`src/rtl/change_pkg.sv`:
```
// Shared coin codes, collector states and payment limits for the vending front end.
package change_pkg;

  typedef enum logic [1:0] {
    COIN_NONE     = 2'b00,
    COIN_CIRCLE   = 2'b01,
    COIN_TRIANGLE = 2'b10,
    COIN_PENTAGON = 2'b11
  } coin_t;

  typedef enum logic [1:0] {
    IDLE    = 2'd0,
    COLLECT = 2'd1,
    PRESENT = 2'd2,
    REFUND  = 2'd3
  } collector_state_t;

  // Largest payment that fits the 4-bit Paid register.
  localparam logic [4:0] MAX_PAID = 5'd15;

  function automatic logic [3:0] coin_value(input logic [1:0] code);
    case (code)
      COIN_CIRCLE:   return 4'd1;
      COIN_TRIANGLE: return 4'd3;
      COIN_PENTAGON: return 4'd5;
      default:       return 4'd0;
    endcase
  endfunction

endpackage

```
`src/rtl/coin_inventory.sv`:
```
// Three saturating 2-bit coin counts with per-type increment, decrement (0..2) and full flags.
module coin_inventory #(
  parameter int unsigned INIT_PENT = 2,
  parameter int unsigned INIT_TRI  = 2,
  parameter int unsigned INIT_CIRC = 2
) (
  input  logic       i_clk,
  input  logic       i_rst_n,
  input  logic       i_inc_pent,
  input  logic       i_inc_tri,
  input  logic       i_inc_circ,
  input  logic [1:0] i_dec_pent,
  input  logic [1:0] i_dec_tri,
  input  logic [1:0] i_dec_circ,
  output logic [1:0] o_pent,
  output logic [1:0] o_tri,
  output logic [1:0] o_circ,
  output logic       o_full_pent,
  output logic       o_full_tri,
  output logic       o_full_circ
);

  localparam logic [1:0] P_INIT = 2'(INIT_PENT);
  localparam logic [1:0] T_INIT = 2'(INIT_TRI);
  localparam logic [1:0] C_INIT = 2'(INIT_CIRC);

  logic [1:0] r_pent;
  logic [1:0] r_tri;
  logic [1:0] r_circ;

  // Apply the increment first, then the decrement, clamping to 0..3.
  function automatic logic [1:0] f_next(input logic [1:0] cnt, input logic inc,
                                        input logic [1:0] dec);
    logic [2:0] up;
    logic [2:0] dn;
    up = {1'b0, cnt} + {2'b00, inc};
    dn = {1'b0, dec};
    if (dn >= up) begin
      return 2'd0;
    end else if ((up - dn) > 3'd3) begin
      return 2'd3;
    end else begin
      return 2'(up - dn);
    end
  endfunction

  // Inventory count registers.
  always_ff @(posedge i_clk or negedge i_rst_n) begin
    if (!i_rst_n) begin
      r_pent <= P_INIT;
      r_tri  <= T_INIT;
      r_circ <= C_INIT;
    end else begin
      r_pent <= f_next(r_pent, i_inc_pent, i_dec_pent);
      r_tri  <= f_next(r_tri,  i_inc_tri,  i_dec_tri);
      r_circ <= f_next(r_circ, i_inc_circ, i_dec_circ);
    end
  end

  assign o_pent      = r_pent;
  assign o_tri       = r_tri;
  assign o_circ      = r_circ;
  assign o_full_pent = (r_pent == 2'd3);
  assign o_full_tri  = (r_tri  == 2'd3);
  assign o_full_circ = (r_circ == 2'd3);

endmodule

```
`src/rtl/coin_collector.sv`:
```
// Vending front end: latches a cost, collects coins, hands the transaction to the
// change maker and refunds the inserted coins on cancel.
//
// state   | meaning
// IDLE    | waiting for start
// COLLECT | accepting coins until Paid >= Cost or cancel
// PRESENT | Cost/Paid/inventory offered to the change maker
// REFUND  | returning this transaction's coins, pentagons first
module coin_collector
  import change_pkg::*;
#(
  parameter int unsigned INIT_PENT = 2,
  parameter int unsigned INIT_TRI  = 2,
  parameter int unsigned INIT_CIRC = 2
) (
  input  logic       clock,
  input  logic       reset_L,
  input  logic       start,
  input  logic [3:0] cost_in,
  input  logic       coin_valid,
  input  logic [1:0] coin_type,
  output logic       coin_ready,
  output logic       coin_reject,
  input  logic       cancel,
  output logic       txn_valid,
  input  logic       txn_ready,
  input  logic [1:0] disp_first,
  input  logic [1:0] disp_second,
  output logic [3:0] Cost,
  output logic [3:0] Paid,
  output logic [1:0] Pentagons,
  output logic [1:0] Triangles,
  output logic [1:0] Circles,
  output logic       refund_valid,
  output logic [1:0] refund_type,
  input  logic       refund_ready,
  output logic       busy
);

  collector_state_t r_state;
  collector_state_t w_next;

  logic [3:0] r_cost;
  logic [3:0] r_paid;
  logic [1:0] r_ins_p;
  logic [1:0] r_ins_t;
  logic [1:0] r_ins_c;
  logic       r_reject;
  logic       r_refund_valid;
  logic [1:0] r_refund_type;

  logic [1:0] w_pent;
  logic [1:0] w_tri;
  logic [1:0] w_circ;
  logic       w_full_p;
  logic       w_full_t;
  logic       w_full_c;

  logic       w_coin_xfer;
  logic [3:0] w_value;
  logic [4:0] w_sum;
  logic       w_type_full;
  logic       w_reject;
  logic       w_accept;
  logic       w_txn_hs;
  logic       w_ref_hs;
  logic       w_ins_any;
  logic [1:0] w_ref_pick;
  logic [3:0] w_ref_value;
  logic       w_inc_p;
  logic       w_inc_t;
  logic       w_inc_c;
  logic [1:0] w_dec_p;
  logic [1:0] w_dec_t;
  logic [1:0] w_dec_c;

  assign w_coin_xfer = (r_state == COLLECT) && coin_valid && (coin_type != COIN_NONE);
  assign w_value     = coin_value(coin_type);
  assign w_sum       = {1'b0, r_paid} + {1'b0, w_value};
  assign w_reject    = w_coin_xfer && ((w_sum > MAX_PAID) || w_type_full);
  assign w_accept    = w_coin_xfer && !((w_sum > MAX_PAID) || w_type_full);
  assign w_txn_hs    = (r_state == PRESENT) && txn_ready;
  assign w_ref_hs    = (r_state == REFUND) && r_refund_valid && refund_ready;
  assign w_ins_any   = (r_ins_p != 2'd0) || (r_ins_t != 2'd0) || (r_ins_c != 2'd0);
  assign w_ref_value = coin_value(r_refund_type);

  assign w_inc_p = w_accept && (coin_type == COIN_PENTAGON);
  assign w_inc_t = w_accept && (coin_type == COIN_TRIANGLE);
  assign w_inc_c = w_accept && (coin_type == COIN_CIRCLE);

  // Full flag for the type of the coin being presented.
  always_comb begin
    w_type_full = 1'b0;
    case (coin_type)
      COIN_PENTAGON: w_type_full = w_full_p;
      COIN_TRIANGLE: w_type_full = w_full_t;
      COIN_CIRCLE:   w_type_full = w_full_c;
      default:       w_type_full = 1'b0;
    endcase
  end

  // Next refund coin: pentagons, then triangles, then circles.
  always_comb begin
    w_ref_pick = COIN_CIRCLE;
    if (r_ins_p != 2'd0) begin
      w_ref_pick = COIN_PENTAGON;
    end else if (r_ins_t != 2'd0) begin
      w_ref_pick = COIN_TRIANGLE;
    end
  end

  // Inventory decrements from dispensed coins or from a taken refund coin.
  always_comb begin
    w_dec_p = 2'd0;
    w_dec_t = 2'd0;
    w_dec_c = 2'd0;
    if (w_txn_hs) begin
      w_dec_p = {1'b0, disp_first == COIN_PENTAGON} + {1'b0, disp_second == COIN_PENTAGON};
      w_dec_t = {1'b0, disp_first == COIN_TRIANGLE} + {1'b0, disp_second == COIN_TRIANGLE};
      w_dec_c = {1'b0, disp_first == COIN_CIRCLE}   + {1'b0, disp_second == COIN_CIRCLE};
    end else if (w_ref_hs) begin
      w_dec_p = {1'b0, r_refund_type == COIN_PENTAGON};
      w_dec_t = {1'b0, r_refund_type == COIN_TRIANGLE};
      w_dec_c = {1'b0, r_refund_type == COIN_CIRCLE};
    end
  end

  // Next-state decode; cancel wins over a payment-complete coin.
  always_comb begin
    w_next = r_state;
    case (r_state)
      IDLE: begin
        if (start) begin
          w_next = (cost_in == 4'd0) ? PRESENT : COLLECT;
        end
      end
      COLLECT: begin
        if (cancel) begin
          w_next = REFUND;
        end else if (w_accept && (w_sum[3:0] >= r_cost)) begin
          w_next = PRESENT;
        end
      end
      PRESENT: begin
        if (txn_ready) begin
          w_next = IDLE;
        end
      end
      REFUND: begin
        if (!r_refund_valid && !w_ins_any) begin
          w_next = IDLE;
        end
      end
      default: w_next = IDLE;
    endcase
  end

  // State register.
  always_ff @(posedge clock or negedge reset_L) begin
    if (!reset_L) begin
      r_state <= IDLE;
    end else begin
      r_state <= w_next;
    end
  end

  // Cost, Paid, per-transaction insert counts, reject pulse and refund offer.
  always_ff @(posedge clock or negedge reset_L) begin
    if (!reset_L) begin
      r_cost         <= 4'd0;
      r_paid         <= 4'd0;
      r_ins_p        <= 2'd0;
      r_ins_t        <= 2'd0;
      r_ins_c        <= 2'd0;
      r_reject       <= 1'b0;
      r_refund_valid <= 1'b0;
      r_refund_type  <= 2'd0;
    end else begin
      r_reject <= w_reject;
      case (r_state)
        IDLE: begin
          if (start) begin
            r_cost  <= cost_in;
            r_paid  <= 4'd0;
            r_ins_p <= 2'd0;
            r_ins_t <= 2'd0;
            r_ins_c <= 2'd0;
          end
        end
        COLLECT: begin
          if (w_accept) begin
            r_paid <= w_sum[3:0];
            if (w_inc_p) r_ins_p <= r_ins_p + 2'd1;
            if (w_inc_t) r_ins_t <= r_ins_t + 2'd1;
            if (w_inc_c) r_ins_c <= r_ins_c + 2'd1;
          end
        end
        PRESENT: begin
          if (txn_ready) begin
            r_paid <= 4'd0;
          end
        end
        REFUND: begin
          if (w_ref_hs) begin
            r_refund_valid <= 1'b0;
            r_paid         <= r_paid - w_ref_value;
            if (r_refund_type == COIN_PENTAGON) r_ins_p <= r_ins_p - 2'd1;
            if (r_refund_type == COIN_TRIANGLE) r_ins_t <= r_ins_t - 2'd1;
            if (r_refund_type == COIN_CIRCLE)   r_ins_c <= r_ins_c - 2'd1;
          end else if (!r_refund_valid && w_ins_any) begin
            r_refund_valid <= 1'b1;
            r_refund_type  <= w_ref_pick;
          end
        end
        default: ;
      endcase
    end
  end

  coin_inventory #(
    .INIT_PENT (INIT_PENT),
    .INIT_TRI  (INIT_TRI),
    .INIT_CIRC (INIT_CIRC)
  ) u_inventory (
    .i_clk       (clock),
    .i_rst_n     (reset_L),
    .i_inc_pent  (w_inc_p),
    .i_inc_tri   (w_inc_t),
    .i_inc_circ  (w_inc_c),
    .i_dec_pent  (w_dec_p),
    .i_dec_tri   (w_dec_t),
    .i_dec_circ  (w_dec_c),
    .o_pent      (w_pent),
    .o_tri       (w_tri),
    .o_circ      (w_circ),
    .o_full_pent (w_full_p),
    .o_full_tri  (w_full_t),
    .o_full_circ (w_full_c)
  );

  // Refunding every inserted coin must bring Paid back to zero.
  a_refund_paid_zero: assert property (@(posedge clock) disable iff (!reset_L)
    ((r_state == REFUND) && (w_next == IDLE)) |-> (r_paid == 4'd0));

  assign coin_ready   = (r_state == COLLECT);
  assign coin_reject  = r_reject;
  assign txn_valid    = (r_state == PRESENT);
  assign busy         = (r_state != IDLE);
  assign Cost         = r_cost;
  assign Paid         = r_paid;
  assign Pentagons    = w_pent;
  assign Triangles    = w_tri;
  assign Circles      = w_circ;
  assign refund_valid = r_refund_valid;
  assign refund_type  = r_refund_type;

endmodule
```
`config.mk`:
```
export PLATFORM = sky130hd
export DESIGN_NAME = coin_collector
export DESIGN_NICKNAME = d
export VERILOG_FILES = /design/src/rtl/change_pkg.sv /design/src/rtl/coin_inventory.sv /design/src/rtl/coin_collector.sv
export SDC_FILE = /design/constraint.sdc
export NUM_CORES = 1
export LEC_CHECK = 0
export CORE_MARGIN = 2
export CORE_UTILIZATION = 58
export DETAILED_ROUTE_END_ITERATION = 10
export GPL_TIMING_DRIVEN = 0
export PLACE_DENSITY_LB_ADDON = 0.15
export RECOVER_POWER = 50
export SYNTH_ARGS = -nofsm -noshare
export SYNTH_HDL_FRONTEND = slang
export SYNTH_SLANG_ARGS = --single-unit
```
`constraint.sdc`:
```
create_clock -name clock -period 7.6 [get_ports clock]
set_input_delay 2.28 -clock clock [delete_from_list [all_inputs] [get_ports clock]]
set_output_delay 2.28 -clock clock [all_outputs]
set_load 0.01 [all_outputs]
```
==> run_results.csv <==
group,metric,value,unit
sta,clock.fmax,171,MHz
logic_synthesis,ys_seq_elements,26,
drt,drtIter0Drc,107,
sta,maxSlewViolCount,0,
logic_synthesis,netlist.top_cell.by_area,"dfrtp_1",
drt,drc,0,
logic_synthesis,synth_common_cells,"inv_1 (28), ha_1 (27), dfrtp_1 (23)",
clocking,cts_setup_buffers,0,
clocking,cts_sinks,26,
sta,finalCriticalPeriod,5860,ps
pwr,peakVddDrop,0.000256,V
logic_synthesis,synth_area,0.00230,sq mm
pwr,power.share.clock,8.9,%
clocking,tritoncts,"done",
clocking,cts_buffers,3,
pwr,p_sw,391,uW
global_routing,grt_pass1_wl,8180,um
sta,rsz0062_at_grt,"false",
placement,hpwl,4100,um
worst_setup_path,cp.arrival,6060,ps
clocking,root_buffer,"clkbuf_8",
clocking,htree_levels,1,
logic_synthesis,synth.top_cells.by_area,"dfrtp_1 (25%), ha_1 (15%), fa_1 (6.9%), inv_1 (4.6%), a21oi_1 (3.9%)",
clocking,path_clk_slew,90,ps
floorplanning,io_pins,38,
logic_synthesis,syn-num-nets,303,
pwr,seq_power_share,28.2,%
worst_setup_path,cp-end-kind,"register",
pwr,switching_share,43.6,%
clocking,post_cts_resized,0,
drt,wl,4940,um
pwr,power_frac_comb,62.9,%
flow_run,maxCapViolCount,0,
drt,viasPerCell,5.71,
placement,port_buffers,37,
sta,holdWs,553,ps
logic_synthesis,syn_area_per_cell,9.18,sq um
floorplanning,chipWidth,67.0,um
logic_synthesis,yosys_warnings,0,
floorplanning,dieHeight,67.0,um
floorplanning,start_util,61.6,%
drt,ant_nets,0,
floorplanning,rows,22,
sta,finalHoldViolations,0,
drt,first_pass_iters,4,
floorplanning,die_area,0.00449,sq mm
global_routing,antenna_found_initial,0,
global_routing,grt_pass1_vias,1807,
global_routing,grt-ovfl-total,0,
worst_setup_path,critPathRequiredTime,7800,ps
logic_synthesis,ys_seq_area_share,28.4,%
sta,finalCritPeriodShare,77.1,%
drt,drt-wirelength-per-cell,14.5,um
floorplanning,core-area,0.00374,sq mm
sta,worst_pin_slew,1150,ps
logic_synthesis,synth-async-reset-ratio,100,%
logic_synthesis,syn_inst,251,
final_layout,insertedDiodeCount,0,
drt,via_count,1940,
logic_synthesis,synth_edf_count,0,
logic_synthesis,synth_most_common_cell,"inv_1",
sta,skew,9.52,ps
final_layout,drive_gt1_share,6.85,%
worst_setup_path,critPathMaxFanout,10,
final_layout,fillers,297,
placement,place.gp.congestion,0.966,
logic_synthesis,ys.flop_type,"dfrtp_1",
pwr,leakagePower,0.00129,uW
global_routing,grt_usage,23.9,%
hold_path,min_path_type,"reg2reg",
logic_synthesis,synth_top_area_share,25.0,%
clocking,ctsHoldBuffers,0,
clocking,clock_latency,270,ps
clocking,clockBufferDepth,2,
sta,fin_setup_tns,0,ps
final_layout,syn_to_final_growth,20.4,%
final_layout,fin_nets,345,
run_status,status,"completed",
pwr,p_int,506,uW
global_routing,grt_max_degree,27,
worst_setup_path,critPathLaunchType,"input pin",
sta,finalSetupViolCount,0,
sta,slew_headroom,22.9,%
pwr,power_density,323,mW/mm^2
logic_synthesis,ys_types,53,
worst_setup_path,path_class,"in2reg",
cells in the final DEF, fill, tap and decap left out, drive strengths merged, types with 4 or more instances in the layout:
cell / instances
a211o: 6
a21o: 4
a21oi: 18
and2: 6
and3: 4
buf: 4
clkbuf: 6
clkdlybuf4s50: 27
dfrtp: 23
dlygate4sd3: 10
fa: 8
ha: 27
inv: 28
mux2: 5
nand2: 19
nand2b: 5
nand3: 4
nand3b: 4
nor2: 12
nor2b: 5
nor3: 8
nor3b: 5
o21ai: 13
xnor2: 8
per-layer routing:
metal	wire (um)	GRT usage [%]
met3	222	4.05
met5	0	0
met1	2220	30.7
met4	51	5.61
met2	2440	41.5
cell type report:
type | instances | area [sq um] | area share [%]
multi-input cells | 191 | 1510 | 54.3
flip-flops and latches | 26 | 654 | 23.6
clock buffers | 4 | 45.0 | 1.62
well taps | 48 | 60.1 | 2.17
plain buffers | 6 | 32.5 | 1.17
inverters | 28 | 105 | 3.79
repair buffers | 37 | 370 | 13.4
power groups by stage:
| stage | clock network [uW] | logic (uW) | registers (uW) |
|---|---|---|---|
| after detailed placement | 0 | 569 | 257 |
| final | 79.8 | 564 | 253 |
| after CTS | 81.6 | 571 | 254 |
| after global routing | 86.1 | 628 | 263 |
| after floorplan | 0 | 380 | 259 |
| after global placement | 0 | 550 | 255 |
stage by stage:
stage | worst slack [ps] | power (uW) | cells | cell area, sq um | util [%]
floorplan | 2380 | 639 | 251 | 2300 | -
global placement | 1580 | 806 | 336 | 2740 | 73.1
detailed placement | 1480 | 825 | 336 | 2740 | 73.1
CTS | 1750 | 906 | 340 | 2780 | 74.3
global route | 1530 | 977 | 340 | 2770 | 74.1
finish | 1740 | 897 | 340 | 2770 | 74.1
path summary, 6_finish.rpt:
kind	from	to	slack (ps)	cells after the start
worst min-delay path	Cost[0]	Cost[0]	550	1
worst max register to register	Paid[0]	u_inventory.o_tri[1]	4200	13
max in group asynchronous	reset_L	refund_type[1]	4230	1
worst max-delay path	coin_type[0]	u_inventory.o_tri[1]	1740	17
min in group asynchronous	reset_L	Cost[3]	2680	1
worst min register to register	Cost[0]	Cost[0]	550	1
logic make-up after synthesis:
| group | share of synthesized area [%] |
|---|---|
| and+or+nand+nor | 18.9 |
| AOI/OAI and AO/OA | 18.7 |
| adders and majority gates | 21.6 |
| buffers and inverters | 6.03 |
| DFF | 28.4 |
| xor gates and xnor gates | 3.42 |
| muxes | 2.93 |
critical path: stages:
cell	delay, ps
clkdlybuf4s50_1	450
inv_1	140
ha_1	240
inv_1	70
ha_1	210
fa_1	400
a21oi_1	190
o21bai_1	120
a211oi_4	400
buf_6	200
and2_1	140
ha_1	180
inv_1	60
fa_1	470
o31ai_1	270
nand2_1	100
a21oi_1	130
registers in the layout, indices dropped and copies added, names as in the netlist:
| register | count |
|---|---|
| Cost | 4 |
| Paid | 4 |
| r_ins_c | 2 |
| r_ins_p | 2 |
| r_ins_t | 2 |
| r_state | 2 |
| refund_type | 2 |
| u_inventory.o_circ | 2 |
| u_inventory.o_pent | 2 |
| u_inventory.o_tri | 2 |
| coin_reject | 1 |
| refund_valid | 1 |
Note: power is estimated with default switching activity, not from simulation.
